--- src/rtl/core_exwb_if.sv ---
// Execute/writeback stage bus: instruction offer, load/mul-div returns, register write and status.
// The slave side is the stage itself; the master side is the surrounding pipeline.
interface core_exwb_if #(
    parameter int XLEN    = 32,
    parameter int RADDR_W = 4,
    parameter int CNT_W   = 16
);
    logic               id_valid;
    logic [2:0]         id_class;
    logic [RADDR_W-1:0] id_regd;
    logic [XLEN-1:0]    id_pc;
    logic [XLEN-1:0]    alu_result;
    logic [XLEN-1:0]    rega_data;
    logic               ex_halt;
    logic               ex_ready;
    logic               mau_valid;
    logic [XLEN-1:0]    mau_data;
    logic               md_start;
    logic               md_done;
    logic [XLEN-1:0]    md_result;
    logic               wb;
    logic [RADDR_W-1:0] wb_addr;
    logic [XLEN-1:0]    wb_data;
    logic [XLEN-1:0]    ex_pc;
    logic [CNT_W-1:0]   retire_cnt;

    modport master (
        output id_valid, id_class, id_regd, id_pc, alu_result, rega_data, ex_halt,
        output mau_valid, mau_data, md_done, md_result,
        input  ex_ready, md_start, wb, wb_addr, wb_data, ex_pc, retire_cnt
    );

    modport slave (
        input  id_valid, id_class, id_regd, id_pc, alu_result, rega_data, ex_halt,
        input  mau_valid, mau_data, md_done, md_result,
        output ex_ready, md_start, wb, wb_addr, wb_data, ex_pc, retire_cnt
    );
endinterface

--- src/rtl/core_exwb.sv ---
// Execute/writeback stage: ALU/MOV/NOP retire 1 cycle after acceptance, LD/MULDIV 1 cycle after their return.
// Backpressure: ex_ready drops while a load or mul/div is outstanding, or while ex_halt is high.
module core_exwb #(
    parameter int XLEN     = 32,
    parameter int RADDR_W  = 4,
    parameter int CNT_W    = 16,
    parameter int ZERO_REG = 0
) (
    input  logic        clk,
    input  logic        rst,
    core_exwb_if.slave  bus
);
    localparam logic [2:0] CLS_ALU    = 3'd1;
    localparam logic [2:0] CLS_MOV    = 3'd2;
    localparam logic [2:0] CLS_LD     = 3'd3;
    localparam logic [2:0] CLS_MULDIV = 3'd4;

    typedef enum logic [1:0] {IDLE, WAIT_LD, WAIT_MD} state_t;

    state_t state;
    logic   ready;
    logic   accept;

    assign ready        = !rst && (state == IDLE) && !bus.ex_halt;
    assign accept       = bus.id_valid && ready;
    assign bus.ex_ready = ready;

    // A hardwired register 0 still retires normally; only the write strobe is suppressed.
    function automatic logic wr_ok(input logic [RADDR_W-1:0] addr);
        return !((ZERO_REG != 0) && (addr == '0));
    endfunction

    always_ff @(posedge clk) begin
        if (rst) begin
            state          <= IDLE;
            bus.wb         <= 1'b0;
            bus.wb_addr    <= '0;
            bus.wb_data    <= '0;
            bus.ex_pc      <= '0;
            bus.md_start   <= 1'b0;
            bus.retire_cnt <= '0;
        end else begin
            bus.wb       <= 1'b0;
            bus.md_start <= 1'b0;
            case (state)
                IDLE: begin
                    if (accept) begin
                        bus.wb_addr <= bus.id_regd;
                        bus.ex_pc   <= bus.id_pc;
                        case (bus.id_class)
                            CLS_ALU: begin
                                bus.wb         <= wr_ok(bus.id_regd);
                                bus.wb_data    <= bus.alu_result;
                                bus.retire_cnt <= bus.retire_cnt + CNT_W'(1);
                            end
                            CLS_MOV: begin
                                bus.wb         <= wr_ok(bus.id_regd);
                                bus.wb_data    <= bus.rega_data;
                                bus.retire_cnt <= bus.retire_cnt + CNT_W'(1);
                            end
                            CLS_LD: begin
                                state <= WAIT_LD;
                            end
                            CLS_MULDIV: begin
                                state        <= WAIT_MD;
                                bus.md_start <= 1'b1;
                            end
                            default: begin
                                bus.retire_cnt <= bus.retire_cnt + CNT_W'(1);
                            end
                        endcase
                    end
                end
                WAIT_LD: begin
                    if (bus.mau_valid) begin
                        state          <= IDLE;
                        bus.wb         <= wr_ok(bus.wb_addr);
                        bus.wb_data    <= bus.mau_data;
                        bus.retire_cnt <= bus.retire_cnt + CNT_W'(1);
                    end
                end
                WAIT_MD: begin
                    // md_done may already arrive while md_start is still high.
                    if (bus.md_done) begin
                        state          <= IDLE;
                        bus.wb         <= wr_ok(bus.wb_addr);
                        bus.wb_data    <= bus.md_result;
                        bus.retire_cnt <= bus.retire_cnt + CNT_W'(1);
                    end
                end
                default: state <= IDLE;
            endcase
        end
    end
endmodule

--- src/flat_wrapper.sv ---
// flat-port wrapper written by rule: the top's interface ports become plain ports
module core_exwb_flat 
#(
    parameter int XLEN     = 32,
    parameter int RADDR_W  = 4,
    parameter int CNT_W    = 16,
    parameter int ZERO_REG = 0
)
  (clk, rst, bus_id_valid, bus_id_class, bus_id_regd, bus_id_pc, bus_alu_result, bus_rega_data, bus_ex_halt, bus_mau_valid, bus_mau_data, bus_md_done, bus_md_result, bus_ex_ready, bus_md_start, bus_wb, bus_wb_addr, bus_wb_data, bus_ex_pc, bus_retire_cnt);
  core_exwb_if #(.XLEN(XLEN), .RADDR_W(RADDR_W), .CNT_W(CNT_W)) bus_i ();
  input  logic clk;
  input  logic rst;
  input wire logic [$bits(bus_i.id_valid)-1:0] bus_id_valid;
  input wire logic [$bits(bus_i.id_class)-1:0] bus_id_class;
  input wire logic [$bits(bus_i.id_regd)-1:0] bus_id_regd;
  input wire logic [$bits(bus_i.id_pc)-1:0] bus_id_pc;
  input wire logic [$bits(bus_i.alu_result)-1:0] bus_alu_result;
  input wire logic [$bits(bus_i.rega_data)-1:0] bus_rega_data;
  input wire logic [$bits(bus_i.ex_halt)-1:0] bus_ex_halt;
  input wire logic [$bits(bus_i.mau_valid)-1:0] bus_mau_valid;
  input wire logic [$bits(bus_i.mau_data)-1:0] bus_mau_data;
  input wire logic [$bits(bus_i.md_done)-1:0] bus_md_done;
  input wire logic [$bits(bus_i.md_result)-1:0] bus_md_result;
  output wire logic [$bits(bus_i.ex_ready)-1:0] bus_ex_ready;
  output wire logic [$bits(bus_i.md_start)-1:0] bus_md_start;
  output wire logic [$bits(bus_i.wb)-1:0] bus_wb;
  output wire logic [$bits(bus_i.wb_addr)-1:0] bus_wb_addr;
  output wire logic [$bits(bus_i.wb_data)-1:0] bus_wb_data;
  output wire logic [$bits(bus_i.ex_pc)-1:0] bus_ex_pc;
  output wire logic [$bits(bus_i.retire_cnt)-1:0] bus_retire_cnt;
  assign bus_i.id_valid = bus_id_valid;
  assign bus_i.id_class = bus_id_class;
  assign bus_i.id_regd = bus_id_regd;
  assign bus_i.id_pc = bus_id_pc;
  assign bus_i.alu_result = bus_alu_result;
  assign bus_i.rega_data = bus_rega_data;
  assign bus_i.ex_halt = bus_ex_halt;
  assign bus_i.mau_valid = bus_mau_valid;
  assign bus_i.mau_data = bus_mau_data;
  assign bus_i.md_done = bus_md_done;
  assign bus_i.md_result = bus_md_result;
  assign bus_ex_ready = bus_i.ex_ready;
  assign bus_md_start = bus_i.md_start;
  assign bus_wb = bus_i.wb;
  assign bus_wb_addr = bus_i.wb_addr;
  assign bus_wb_data = bus_i.wb_data;
  assign bus_ex_pc = bus_i.ex_pc;
  assign bus_retire_cnt = bus_i.retire_cnt;
  core_exwb #(.XLEN(XLEN), .RADDR_W(RADDR_W), .CNT_W(CNT_W), .ZERO_REG(ZERO_REG)) u_core (.clk(clk), .rst(rst), .bus(bus_i));
endmodule
--- config.mk ---
export PLATFORM = sky130hd
export DESIGN_NAME = core_exwb_flat
export DESIGN_NICKNAME = d
export VERILOG_FILES = /design/src/rtl/core_exwb_if.sv /design/src/rtl/core_exwb.sv /design/src/flat_wrapper.sv
export SDC_FILE = /design/constraint.sdc
export NUM_CORES = 1
export LEC_CHECK = 0
export ABC_AREA = 1
export CORE_MARGIN = 4
export CORE_UTILIZATION = 40
export CTS_BUF_LIST = sky130_fd_sc_hd__clkbuf_16
export DETAILED_ROUTE_END_ITERATION = 12
export HOLD_SLACK_MARGIN = 0.06
export PLACE_DENSITY = 0.85
export SYNTH_ARGS = -nofsm -noshare
export SYNTH_HDL_FRONTEND = slang
export SYNTH_SLANG_ARGS = --single-unit
--- constraint.sdc ---
create_clock -name clk -period 3.9 [get_ports clk]
set_input_delay 0.585 -clock clk [delete_from_list [all_inputs] [get_ports clk]]
set_output_delay 0.585 -clock clk [all_outputs]
set_load 0.02 [all_outputs]
==> results of run 1 <==
-- metal layers --
layer  global-route usage  wire, um  vias to the layer above
met5                    0         0                        -
met3              0.07016      1171                       27
met1               0.2448      6410                     2432
met2               0.3895      8045                      177
li1                     -         -                     2900
met4              0.07253       348                        0
-- critical path: cells and delay by family --
family,cells,cell delay [ns]
buf+inv,3,1.33
simple gates,2,0.15
-- worst paths after layout --
| path | start | slack (ns) | end |
|---|---|---|---|
| worst max-delay path | rst | 1.24 | bus_ex_ready |
| worst min-delay path | u_core.bus.ex_pc[28] | 0.46 | u_core.bus.ex_pc[28] |
| worst max register to register | u_core.state[0] | 1.44 | u_core.bus.retire_cnt[7] |
| worst min register to register | u_core.bus.ex_pc[28] | 0.46 | u_core.bus.ex_pc[28] |
-- layout make-up --
class,instances,area share
clock buffers,9,0.02907
clock inverters,7,0.01130
inverters,88,0.04264
multi-input cells,567,0.3261
flip-flops and latches,88,0.2274
well taps,143,0.02309
repair buffers,265,0.3404
-- power by group --
part / internal (mW) / switching (mW) / total, mW
sequential: 1.01 / 0.0578 / 1.06
clock: 0.555 / 0.351 / 0.906
combinational: 0.499 / 0.571 / 1.07
total: 2.06 / 0.980 / 3.04
-- through the flow --
step | setup slack [ns] | hold WS (ns) | instances | area [um^2] | power, mW
after detailed placement | 0.9303 | 0.4568 | 1151 | 7435 | 2.159
after floorplan | 1.709 | 0.4770 | 790 | 4841 | 1.675
after CTS | 1.228 | 0.4647 | 1167 | 7747 | 3.077
after global routing | 1.012 | 0.4812 | 1167 | 7747 | 3.217
after global placement | 1.005 | 0.4518 | 1151 | 7435 | 2.142
final | 1.236 | 0.4619 | 1167 | 7747 | 3.040
-- registers in the layout, summed over array words and instances, names as in the netlist --
| name | count |
|---|---|
| u_core.bus.ex_pc | 32 |
| u_core.bus.wb_addr | 4 |
| u_core.state | 2 |
| u_core.bus.wb_data | 32 |
| u_core.bus.md_start | 1 |
| u_core.bus.retire_cnt | 16 |
| u_core.bus.wb | 1 |
-- kinds of logic after synthesis --
family                     synth area share
adders and majority gates           0.01292
and+or+nand+nor                      0.3931
DFF                                  0.3639
buffers and inverters                0.1148
AOI/OAI and AO/OA                    0.1153
-- layout by cell type, fill, tap and decap left out, types with 4 or more instances in the layout --
| master | instances |
|---|---|
| nor2_1 | 113 |
| nand3_1 | 62 |
| o21ai_1 | 48 |
| nand4_1 | 4 |
| o21ai_0 | 12 |
| buf_4 | 6 |
| nand2_1 | 283 |
| inv_1 | 85 |
| dfxtp_1 | 88 |
| clkbuf_16 | 9 |
| ha_1 | 4 |
| a22o_1 | 25 |
| clkdlybuf4s50_1 | 259 |
| a21oi_1 | 4 |
==> flow_metrics.tcl, run 1 <==
set metrics [dict create \
    n_fill_cell 1077 \
    post-synth-top-area-fraction 0.3639 \
    first_global_vias 4935 \
    synth.most_common_cell "nand2_1" \
    clk_latency_ns 0.34 \
    detail_route.drc_violations 0 \
    clk_transition_reported_paths_ns 0.06 \
    max_stage_delay_ns 0.64 \
    edff_count_synth 0 \
    synth-warning-count 0 \
    ys_top_cells_by_area "dfxtp_1 36%, nand2_1 22%, nor2_1 8.8%" \
    die_width_um 118.0 \
    viasPerCell 4.744 \
    power_density_nw_per_um2 392.4 \
    critPathMaxFanout 8 \
    total_routing_usage_gr 0.2182 \
    vdd.ir_drop.worst_mv 0.2664 \
    crit_chain "clkdlybuf4s50_1 -> inv_2 -> nand2_1 -> nor2_1 -> clkdlybuf4s50_1" \
    drt.antenna.violating_nets 0 \
    synth_async_sr_flop_share 0 \
    fmaxAchievable_mhz 375.4 \
    register_area_share_after_synthesis 0.3639 \
    reg2regPathDepth 9 \
    drt_iter0_drc 355 \
    multi_input_area_um2 2526 \
    root_buffer "clkbuf_16" \
    rsz0062_at_grt "false" \
    design.portCount 260 \
    period_minus_slack_ns 2.664 \
    final_util 0.6671 \
    cts_max_level 3 \
    worstSetupPathType "in2out" \
    total_leakage_power_nw 3.475 \
    dieArea_um2 13930 \
    holdPathStages 2 \
    yosys_register_bits 88 \
    period_share 0.6831 \
    final-hold-violation-count 0 \
    fraction_of_final_layout_cells_with_drive_strength_greater_than_1 0.03125 \
    fin_worst_skew_ns 0.005087 \
    slowest_cell_on_the_critical_path "clkdlybuf4s50_1" \
    synth.lib_cells_used.distinct 27 \
    dpl.hpwl_um 12240 \
    drt_pre_antenna_iters 5 \
    worst-slew-pin-transition_ns 0.9970 \
    setup_viol 0 \
    synth.largest_area_cell "dfxtp_1" \
    slew_viol_final 0 \
    number_of_antenna_violations_at_the_first_check_in_global_routing 0 \
    placeableCoreArea_um2 11610 \
    totalNegativeSetupSlack_ns 0 \
    holdBufCountCts 0 \
    run_status "complete, no violations" \
    critPathCaptureType "output pin" \
    site_row_count 39 \
    grt_first_pass_wirelength_um 24660 \
    post_cts.resized_instances 0 \
    worst_ep_required_time_ns 3.31 \
    num_vias 5536 \
    netlist_instances 790 \
    io_buffers 259 \
    cts.sink_count 88 \
    seqCellArea_um2 1762 \
    hold_path_class "reg2reg" \
    globalRouteOverflowTotal 0 \
    die_h_um 118.0 \
    area_delta_synth_final_pct 60.04 \
    post_synth_most_frequent_cells "283 x nand2_1, 113 x nor2_1, 88 x dfxtp_1" \
    final_nets 1197 \
    finalWeightedCongestion 0.8550 \
    timing.critical_path.from_type "input pin" \
    cts_setup_buffers 0 \
    syn_area_um2 4841 \
    antennaDiodeCount 0 \
    initial_cell_density_of_the_core 0.4168 \
    cts.path.max_buffers 2 \
    total_clock_buffers_created_by_cts 9 \
    avgRoutedWirePerCell_um 13.69 \
    totalWireLength_um 15980 \
    critPathArrivalTime_ns 2.08 \
    relSlewSlack 0.3330 \
    grt_max_degree 82 \
    tritoncts "yes" \
    critical_path.most_common_cell "clkdlybuf4s50_1" \
    synthesized_area_per_cell_um2 6.128 \
    synth.net_count 968 \
    synth_top_flop_cell "dfxtp_1" \
    max_cap_viol_count 0 \
]
Power figures use the tool's default switching activity.
==> inputs of run 2 (changes only) <==
Settings changed: CORE_UTILIZATION 40 to 36, PLACE_DENSITY 0.85 to 0.81.
Clock period 3.9 ns to 2.44 ns, I/O delays scaled along.
==> run 2 against run 1 <==
Routed wire length decreased by 1.8%. Count of clock-buffer cells in the layout unchanged. Sequential cell count stayed put. Design area grew 1.1%. Via count is 0.94% lower. Setup slack worse by 1.1 ns. Worst hold slack lost 0.00072 ns. First-iteration DRC count is 1.4% lower. Clock power grew 43%. Sequential share of layout area is 0.25 points lower. Final cell count grew 3.4%. Combinational power up 61%. Largest cell class unchanged. Highest routed layer is now met5.
==> flow_metrics.tcl, run 2 (same netlist as run 1, synthesis figures left out) <==
set metrics [dict create \
    max_cap_viol_count 0 \
    critPathMaxFanout 11 \
    drt.antenna.violating_nets 0 \
    holdBufCountCts 0 \
    run_status "complete, no violations" \
    vdd.ir_drop.worst_mv 0.3122 \
    avgRoutedWirePerCell_um 13.00 \
    die_width_um 124.0 \
    number_of_antenna_violations_at_the_first_check_in_global_routing 1 \
    dieArea_um2 15370 \
    fraction_of_final_layout_cells_with_drive_strength_greater_than_1 0.04074 \
    numPlacedInstances 1191 \
    clk_latency_ns 0.34 \
    final_common_cell "nand2_1" \
    viasPerCell 4.543 \
    critPathArrivalTime_ns 1.91 \
    slew_viol_final 0 \
    worst_ep_required_time_ns 2.07 \
    critPathCaptureType "output pin" \
    total_leakage_power_nw 3.496 \
    period_share 0.9336 \
    antennaDiodeCount 0 \
    rsz0062_at_grt "false" \
    clk_transition_reported_paths_ns 0.07 \
    initial_cell_density_of_the_core 0.3670 \
    post_cts.resized_instances 0 \
    p_sw_frac 0.3390 \
    cell_internal_pwr_mw 3.124 \
    setup_viol 0 \
    globalRouteOverflowTotal 0 \
    die_h_um 124.0 \
    grt_max_degree 65 \
    area_delta_synth_final_pct 61.82 \
    num_vias 5484 \
    tritoncts "yes" \
    timing.critical_path.from_type "register" \
    final_non_filler_cell_total 1207 \
    layout.cells.most_common_list "283 x nand2_1, 259 x clkdlybuf4s50_1, 113 x nor2_1" \
    dpl.hpwl_um 12330 \
    largest_registers_ranked_by_flip_flop_count "u_core.bus.ex_pc (32), u_core.bus.wb_data (32), u_core.bus.retire_cnt (16)" \
    grt_first_pass_wirelength_um 23580 \
    cts.sink_count 88 \
    power_density_nw_per_um2 603.4 \
    cts_setup_buffers 0 \
    root_buffer "clkbuf_16" \
    seq_power_share 0.360 \
    fmaxAchievable_mhz 439.0 \
    worstSetupPathType "reg2out" \
    clockPowerShare 0.275 \
    placeableCoreArea_um2 13190 \
    site_row_count 42 \
    n_fill_cell 1268 \
    post-place-ws_ns 0.2754 \
    total_clock_buffers_created_by_cts 9 \
    drt_iter0_drc 350 \
    first_global_vias 4834 \
    cts.path.max_buffers 2 \
    io_buffers 259 \
    design.portCount 260 \
    final_nets 1204 \
    totalWireLength_um 15700 \
    fin_worst_skew_ns 0.007564 \
    worst-slew-pin-transition_ns 0.4869 \
    drt_pre_antenna_iters 4 \
    totalNegativeSetupSlack_ns 0 \
    cts_max_level 3 \
    final_layout_worst_hold_slack_ns 0.4612 \
    period_minus_slack_ns 2.278 \
    detail_route.drc_violations 0 \
    final_critical_path_setup_slack_ns 0.1620 \
    final-hold-violation-count 0 \
    relSlewSlack 0.6745 \
    combPwrFrac 0.365 \
    total_routing_usage_gr 0.1941 \
    finalWeightedCongestion 0.8774 \
    p_switching_mw 1.603 \
    hold_path_class "reg2reg" \
]
## run 2: cell types whose count changed in the layout (fill, tap and decap cells not counted), sizes merged
cell / change
clkinvlp: +1
buf: +7
inv: +1
bufinv: -2
## run 2: worst max-delay path: stages (launching register included)
cell             delay, ns
dfxtp_1               0.34
inv_1                 0.09
ha_2                  0.32
nand2_1               0.08
nor2_1                0.10
clkdlybuf4s50_1       0.64
## run 2: path summary, 6_finish.rpt
kind | end | slack (ns) | cells past startpoint | start
hold reg to reg | u_core.bus.ex_pc[1] | 0.46 | 2 | u_core.bus.ex_pc[1]
setup reg to reg | u_core.bus.retire_cnt[5] | 0.49 | 9 | u_core.state[0]
hold / removal | u_core.bus.ex_pc[1] | 0.46 | 2 | u_core.bus.ex_pc[1]
setup / recovery | bus_ex_ready | 0.16 | 5 | u_core.state[0]
## run 2: cell type report
| type | count | area, um^2 | share of cell area |
|---|---|---|---|
| clock buffers | 9 | 225.2 | 0.02875 |
| flip-flops and latches | 88 | 1762 | 0.2249 |
| clock inverters | 7 | 55.05 | 0.007028 |
| inverters | 88 | 330.3 | 0.04217 |
| repair buffers | 272 | 2715 | 0.3466 |
| multi-input cells | 567 | 2526 | 0.3225 |
| well taps | 176 | 220.2 | 0.02811 |
## run 2: metrics by stage
step                      total power, mW    util  area [um^2]
final                               4.727  0.5939         7834
after global routing                5.020  0.5939         7834
after CTS                           4.788  0.5939         7834
after detailed placement            3.472  0.5727         7553
after global placement              3.451  0.5727         7553
after floorplan                     2.678       -         4841
## run 2: per-layer routing
layer  routed length [um]  vias up  share of wire  global-route usage
met5                   13        -        0.00083                   0
met3                 1022       23          0.065             0.05904
met4                  273        2          0.017             0.04860
met2                 7982      137           0.51              0.3417
met1                 6403     2402           0.41              0.2304
li1                     -     2920              -                   -
## run 2: power by group through the flow
stage	sequential (mW)	combinational (mW)	clock, mW
finish	1.70	1.72	1.30
global route	1.72	1.90	1.40
CTS	1.70	1.74	1.34
detailed placement	1.74	1.74	0
global placement	1.73	1.72	0
floorplan	1.93	0.748	0
